--- src/rtl/avalon_rx_bridge.sv ---
// avalon_rx_bridge: Avalon-ST RX (PCIe hard core) to TRN RX bridge.
// Beats from the core go into a small register FIFO, and the FIFO head drives
// the TRN RX interface. rx_st_ready0 is registered and deasserts early enough
// to absorb the beats the core may still send within its ready latency.
// Optional feature macro: AVRX_FRAME_CHECK_EN (write-side framing checker).
//
// Handshake semantics:
//   Avalon side - a beat is offered whenever rx_st_valid0=1, and it is taken
//     without looking at the current rx_st_ready0, because the core may still
//     send beats for READY_LATENCY cycles after ready falls. A beat that
//     arrives while the FIFO is full is dropped and sets overflow_err.
//   TRN side - a beat transfers on every edge where trn_rsrc_rdy & trn_rdst_rdy.
//     The head beat and trn_rsrc_rdy stay stable until they transfer.
module avalon_rx_bridge #(
    parameter int AXI_DATA_WIDTH = 128,
    parameter int BAR_WIDTH      = 8,
    parameter int FIFO_DEPTH     = 16,
    parameter int READY_LATENCY  = 2
) (
    input  logic                      trn_clk,
    input  logic                      trn_rst,
    input  logic [AXI_DATA_WIDTH-1:0] rx_st_data0,
    input  logic                      rx_st_sop0,
    input  logic                      rx_st_eop0,
    input  logic                      rx_st_empty0,
    input  logic                      rx_st_err0,
    input  logic [BAR_WIDTH-1:0]      rx_st_bardec0,
    input  logic                      rx_st_valid0,
    output logic                      rx_st_ready0,
    output logic [AXI_DATA_WIDTH-1:0] trn_rd,
    output logic                      trn_rsof,
    output logic                      trn_reof,
    output logic                      trn_rrem,
    output logic                      trn_rerrfwd,
    output logic [BAR_WIDTH-1:0]      trn_rbar_hit,
    output logic                      trn_rsrc_rdy,
    input  logic                      trn_rdst_rdy,
    output logic                      overflow_err,
    output logic [7:0]                frame_err_cnt
);

    localparam int AW = $clog2(FIFO_DEPTH);
    localparam int CW = AW + 1;
    localparam int EW = AXI_DATA_WIDTH + 4 + BAR_WIDTH;
    localparam logic [CW-1:0] DEPTH_C      = CW'(FIFO_DEPTH);
    // Largest fill level at which the core may keep streaming; leaves room
    // for READY_LATENCY+1 more beats after ready falls.
    localparam logic [CW-1:0] READY_THRESH = CW'(FIFO_DEPTH - READY_LATENCY - 2);

    logic [EW-1:0] mem [FIFO_DEPTH];
    logic [AW-1:0] wr_ptr;
    logic [AW-1:0] rd_ptr;
    logic [CW-1:0] count;
    logic [CW-1:0] count_next;
    logic          full;
    logic          push;
    logic          pop;
    logic          frame_drop;
    logic [EW-1:0] head;
    logic          head_empty;

`ifdef AVRX_FRAME_CHECK_EN
    // Packet state only matters to the framing checker.
    logic       in_pkt;
    logic       frame_err;
    logic [7:0] err_cnt;

    // Orphan continuation beats are discarded; a sop inside an open packet
    // is kept as the start of a new packet. Both count as framing errors.
    assign frame_drop = rx_st_valid0 & ~rx_st_sop0 & ~in_pkt;
    assign frame_err  = rx_st_valid0 & ((~rx_st_sop0 & ~in_pkt) | (rx_st_sop0 & in_pkt));

    // Track open packet on written beats: sop without eop opens, eop closes.
    always_ff @(posedge trn_clk) begin
        if (trn_rst) begin
            in_pkt <= 1'b0;
        end else if (push) begin
            if (rx_st_eop0)
                in_pkt <= 1'b0;
            else if (rx_st_sop0)
                in_pkt <= 1'b1;
        end
    end

    // Saturating framing error counter.
    always_ff @(posedge trn_clk) begin
        if (trn_rst)
            err_cnt <= 8'd0;
        else if (frame_err && err_cnt != 8'hFF)
            err_cnt <= err_cnt + 8'd1;
    end

    assign frame_err_cnt = err_cnt;
`else
    assign frame_drop    = 1'b0;
    assign frame_err_cnt = 8'd0;
`endif

    assign full       = (count == DEPTH_C);
    assign push       = rx_st_valid0 & ~full & ~frame_drop;
    assign trn_rsrc_rdy = (count != '0);
    assign pop        = trn_rsrc_rdy & trn_rdst_rdy;
    assign count_next = count + CW'(push) - CW'(pop);

    // Store the accepted beat at the write pointer; contents need no reset.
    always_ff @(posedge trn_clk) begin
        if (push)
            mem[wr_ptr] <= {rx_st_data0, rx_st_sop0, rx_st_eop0, rx_st_empty0,
                            rx_st_err0, rx_st_bardec0};
    end

    // Pointers, fill count and registered ready; reset drops everything buffered.
    always_ff @(posedge trn_clk) begin
        if (trn_rst) begin
            wr_ptr       <= '0;
            rd_ptr       <= '0;
            count        <= '0;
            rx_st_ready0 <= 1'b0;
        end else begin
            if (push)
                wr_ptr <= wr_ptr + AW'(1);
            if (pop)
                rd_ptr <= rd_ptr + AW'(1);
            count        <= count_next;
            rx_st_ready0 <= (count_next <= READY_THRESH);
        end
    end

    // Sticky overflow flag: a beat arrived with no room left.
    always_ff @(posedge trn_clk) begin
        if (trn_rst)
            overflow_err <= 1'b0;
        else if (rx_st_valid0 && full)
            overflow_err <= 1'b1;
    end

    // TRN outputs come straight from the head entry.
    assign head = mem[rd_ptr];
    assign {trn_rd, trn_rsof, trn_reof, head_empty, trn_rerrfwd, trn_rbar_hit} = head;
    assign trn_rrem = ~head_empty;

endmodule

--- config.mk ---
export PLATFORM = sky130hd
export DESIGN_NAME = avalon_rx_bridge
export DESIGN_NICKNAME = d
export VERILOG_FILES = /design/src/rtl/avalon_rx_bridge.sv
export SDC_FILE = /design/constraint.sdc
export NUM_CORES = 2
export LEC_CHECK = 0
export BUFFER_PORTS_ARGS = -buffer_cell sky130_fd_sc_hd__buf_2
export CAP_MARGIN = 0
export CORE_ASPECT_RATIO = 0.7
export CORE_MARGIN = 3
export CORE_UTILIZATION = 60
export DETAILED_ROUTE_END_ITERATION = 8
export GPL_ROUTABILITY_DRIVEN = 0
export GPL_TIMING_DRIVEN = 1
export PLACE_DENSITY_LB_ADDON = 0.12
export SLEW_MARGIN = 20
export SYNTH_ARGS = -nofsm -noshare
export SYNTH_HDL_FRONTEND = slang
export SYNTH_SLANG_ARGS = --single-unit
--- constraint.sdc ---
create_clock -name trn_clk -period 16.5 [get_ports trn_clk]
set_clock_uncertainty 0.2 [all_clocks]
set_input_delay 2.475 -clock trn_clk [delete_from_list [all_inputs] [get_ports trn_clk]]
set_output_delay 2.475 -clock trn_clk [all_outputs]
set_load 0.05 [all_outputs]
Word level (Yosys, flattened, before mapping) --
Memories as Yosys holds them, arrays and structs flattened. A register that Yosys moved wholly into a read port is not among the register bits. Cells that the tools add are included.
Storage, ports and cells: bits of input ports 144, RAM bits 2240, flip-flop bits (word level) 15, memories kept 1, word-level logic and storage cells 22
Memories:
- mem | depth 16, bits a word 140, rd ports 1, clocked after memory_dff 1, wr ports 1, RTL line 50 | logic [EW-1:0] mem [FIFO_DEPTH];
Operators by class: multiplexer cells 4, $add $sub $neg 4, reductions and logical operators 2, eq/ne operators 1, $lt $le $gt $ge 1, bitwise operators 4
Operators by type and width (count):
- adder 4 x 1 -> 4 bit (second input constant) | 2
- 2-to-1 mux 4 bit | 2
- adder 5 x 1 -> 5 bit | 1
- equality test 5 bit (second input constant) | 1
- <= comparator 5 x 4 -> 1 bit (second input constant) | 1
- nonzero test 5 bit | 1
- subtractor 5 x 1 -> 5 bit | 1
- bitwise AND 1 bit | 2
- 2-to-1 mux 1 bit | 2
- NOT 1 bit | 2
- logical AND 1 bit | 1

Logic depth before layout (Yosys ltp) --
depth in word-level cells 6, mapped depth 15

Worst setup path after synthesis --
OpenSTA, ideal clock, no wires.
path type input port to flip-flop, start point input port rx_st_valid0, end point memory mem[0][0] in the netlist's numbering, enable pin, data arrival time 12.351 ns, path buffers 1, library setup time 0.811 ns, path slack 3.138 ns, stages on the path 4, cells stage by stage and2_1 clkbuf_1 nand2_1 nor3_1
Between the ends: longest elaborated chain between the ends 3
RTL lines:
- start, declared | RTL line 28 | input logic rx_st_valid0,
- bitwise AND 1 bit | RTL line 100 | assign push = rx_st_valid0 & ~full & ~frame_drop;
- 2-to-1 mux 1 bit | RTL line 107 | if (push)
- 2-to-1 mux 1 bit (not written as such) | RTL line 108 | mem[wr_ptr] <= {rx_st_data0, rx_st_sop0, rx_st_eop0, rx_st_empty0,
- end, declared | RTL line 50
Every way passes these cells.

==> reports/metrics.cfg <==
[timing]
setup_violations = 0
worst_pin_slew_ns = 1.10
rsz0062_at_grt = false
drv_slew = 0
slew_headroom = 0.264
period_share = 0.491
tns_ns = 0
min_period_ns = 8.11
hold_viol = 0
max_freq_mhz = 123

[place]
portBuffers = 286
hpwl_um = 93700

[routing]
num_vias = 38200
drt_iter0_markers = 4420
dr.pass1.iters = 5
drc = 0
routed_wl_um = 186000
wl_per_cell_um = 31.7
vias_per_cell = 6.50
detail-route-antenna-nets = 0

[logic_synthesis]
synth_simple_gate_area_frac = 0.00700
muxShareOfSynthArea = 0.175
synth-adder-area-share = 0.00184
synth_cells = 3443
ys_ff_latch = 2259
synth_seq_area_share = 0.792
ys_types = 39
synth_area_um2 = 85500
synth_xor_area_frac = 0.000922
ys.warnings.count = 0
synth_top_family_by_area = multiplexers
avgSynthCellArea_um2 = 24.8
synth-compound-area-share = 0.0106

[power_and_ir_drop]
p_leak_nw = 29.3
ir_drop_mv = 0.125
cellPowerDensity_nw_per_um2 = 148

[layout]
register_area_um2 = 67700
drive_gt1_frac = 0.320
synthToLayoutAreaGrowth_pct = 11.4
final_core_util = 0.675
final_nets = 3978
multi_input_area_um2 = 16800
filler_cell_count = 8649

[floorplanning]
die_w_um = 457
die_area_um2 = 147000
ios = 295
rows = 115
start_util = 0.606
die_h_um = 322
coreArea_um2 = 141000

[critical_path]
critPathMaxStageDelay_ns = 0.81
cp_max_fo = 105
critPathSlowestCell = buf_4
cp_top_family = buffers and inverters
crit_arrival_ns = 5.43
critical_path_class = register to primary output
crit_path_start_kind = register
path_cells = buf_4 -> buf_4 -> buf_12 -> mux4_2 -> mux4_2 -> buf_2
cp_num_buf_inv = 4
crit_path_end_kind = primary output
cp.required_ns = 13.82

[clock_tree]
cts_resized = 0
cts-root-buf = clkbuf_16
cts_tree = built
cts_buffer_depth = 3
cts.sinks = 2259
post-cts-setup-buffers = 0
h-tree-depth = 4
numCtsBuffers = 200
clk_latency_ns = 0.83
cts_hold_buf = 0
clk_pin_slew_worst_paths_ns = 0.06

[grt]
antenna_found_initial = 40
grt_pass1_wl_um = 275000
track_usage = 0.260
grt_max_degree = 155
grt_pass1_vias = 39900
overflow = 0

[run]
cap_violations = 0

[min_path]
worstHoldPathType = register to register

[run_status]
status = completed

-- through the flow --
stage               hold WS [ns]  power (mW)  instance area, um2  setup WS, ns  std cells
finish                     0.280        14.1               95200          8.39       5874
global route               0.316        14.6               95200          7.86       5860
CTS                        0.282        14.2               95100          8.16       5850
detailed placement         0.263        9.83               89000          9.06       5492
global placement           0.253        9.77               89000          9.15       5492
floorplan                  0.255        9.18               85500          3.14       3450
-- sequential cells by signal (all words and copies together), names as in the netlist, named ones only --
register	count
rd_ptr	4
rx_st_ready0	1
overflow_err	1
mem	2240
count	5
wr_ptr	4
-- metal layers --
metal | wire length, um | share of wire | vias to the layer above | global-route usage
met1 | 74600 | 0.40 | 20700 | 0.380
li1 | - | - | 15600 | -
met3 | 15900 | 0.086 | 267 | 0.0572
met4 | 4000 | 0.022 | 14 | 0.0704
met5 | 93 | 0.00050 | - | 0
met2 | 91500 | 0.49 | 1602 | 0.407
-- Yosys cell counts --
master | instances | area [um2]
mux2i_1 | 78 | 781
xor2_1 | 7 | 61.3
nor2_1 | 27 | 101
buf_6 | 14 | 158
mux4_2 | 627 | 14100
and3b_1 | 1 | 8.76
ha_1 | 11 | 138
a211oi_1 | 50 | 375
and3_1 | 2 | 12.5
fa_1 | 1 | 20.0
buf_1 | 13 | 48.8
xnor2_1 | 2 | 17.5
a21o_1 | 2 | 15.0
o21ai_0 | 1 | 5.00
buf_4 | 58 | 435
mux2_1 | 1 | 11.3
o221ai_1 | 14 | 123
nand2b_1 | 4 | 25.0
o22ai_1 | 7 | 43.8
a222oi_1 | 1 | 10.0
nor2b_1 | 51 | 319
dfxtp_1 | 19 | 380
nand3_1 | 5 | 25.0
a221oi_1 | 1 | 8.76
o221a_2 | 1 | 11.3
conb_1 | 1 | 3.75
buf_2 | 46 | 230
edfxtp_1 | 2240 | 67300
or3_1 | 1 | 6.26
nand4bb_1 | 1 | 11.3
and2_1 | 1 | 6.26
inv_1 | 13 | 48.8
or4b_2 | 1 | 10.0
nor3_1 | 4 | 20.0
mux2_2 | 1 | 11.3
clkinv_1 | 1 | 3.75
a21oi_1 | 63 | 315
nand2_1 | 14 | 52.6
clkbuf_1 | 58 | 218
-- report_power, final --
group,switching (mW),internal [mW]
clock,1.95,2.49
combinational,1.86,1.23
sequential,0.0714,6.51
total,3.87,10.2
-- logic make-up after synthesis --
family / count (synthesis)
DFF: 2259
muxes: 707
buffers and inverters: 203
AOI/OAI and AO/OA: 140
and+or+nand+nor: 112
adders and majority gates: 12
xor gates and xnor gates: 9
other: 1
-- final cells by class --
cell class	instances	share of cell area
Clock buffer	255	0.0566
Antenna cell	24	0.000631
Tap cell	1872	0.0246
Timing Repair Buffer	359	0.0220
Sequential cell	2259	0.711
Clock inverter	103	0.00832
Inverter	14	0.000605
Multi-Input combinational cell	988	0.177
-- worst min-delay path: stages (launching register included) --
cell and delay, ns:
dfxtp_1 0.33, nor2_1 0.05, nor2_1 0.07
-- placed cells by master (no fill, tap or decap), types with 2 or more instances in the layout --
| master | synthesis | routed |
|---|---|---|
| a211oi_1 | 50 | 50 |
| a21o_1 | 2 | 2 |
| a21oi_1 | 63 | 63 |
| and3_1 | 2 | 2 |
| buf_12 | 0 | 9 |
| buf_2 | 46 | 286 |
| buf_4 | 58 | 63 |
| bufinv_16 | 0 | 13 |
| clkbuf_1 | 58 | 45 |
| clkbuf_16 | 0 | 207 |
| clkbuf_8 | 0 | 3 |
| clkinv_1 | 1 | 52 |
| clkinv_2 | 0 | 32 |
| clkinvlp_4 | 0 | 5 |
| conb_1 | 1 | 8 |
| dfxtp_1 | 19 | 15 |
| dfxtp_4 | 0 | 4 |
| diode_2 | 0 | 24 |
| edfxtp_1 | 2240 | 2240 |
| ha_1 | 11 | 11 |
| inv_1 | 13 | 13 |
| inv_6 | 0 | 2 |
| mux2i_1 | 78 | 78 |
| mux4_2 | 627 | 627 |
| nand2_1 | 14 | 14 |
| nand2b_1 | 4 | 4 |
| nand3_1 | 5 | 5 |
| nor2_1 | 27 | 15 |
| nor2_4 | 0 | 12 |
| nor2b_1 | 51 | 51 |
| nor3_2 | 0 | 4 |
| o221ai_1 | 14 | 14 |
| o22ai_1 | 7 | 7 |
| xnor2_1 | 2 | 2 |
| xor2_1 | 7 | 7 |
-- path summary, 6_finish.rpt --
| kind | end | cells past startpoint | from | slack [ns] |
|---|---|---|---|---|
| hold reg to reg | overflow_err | 2 | overflow_err | 0.28 |
| setup reg to reg | mem[12][40] | 9 | count[2] | 11.18 |
| setup / recovery | trn_rd[40] | 6 | register | 8.39 |
| hold / removal | overflow_err | 2 | overflow_err | 0.28 |
No activity file was read; power rests on OpenSTA's default activity.
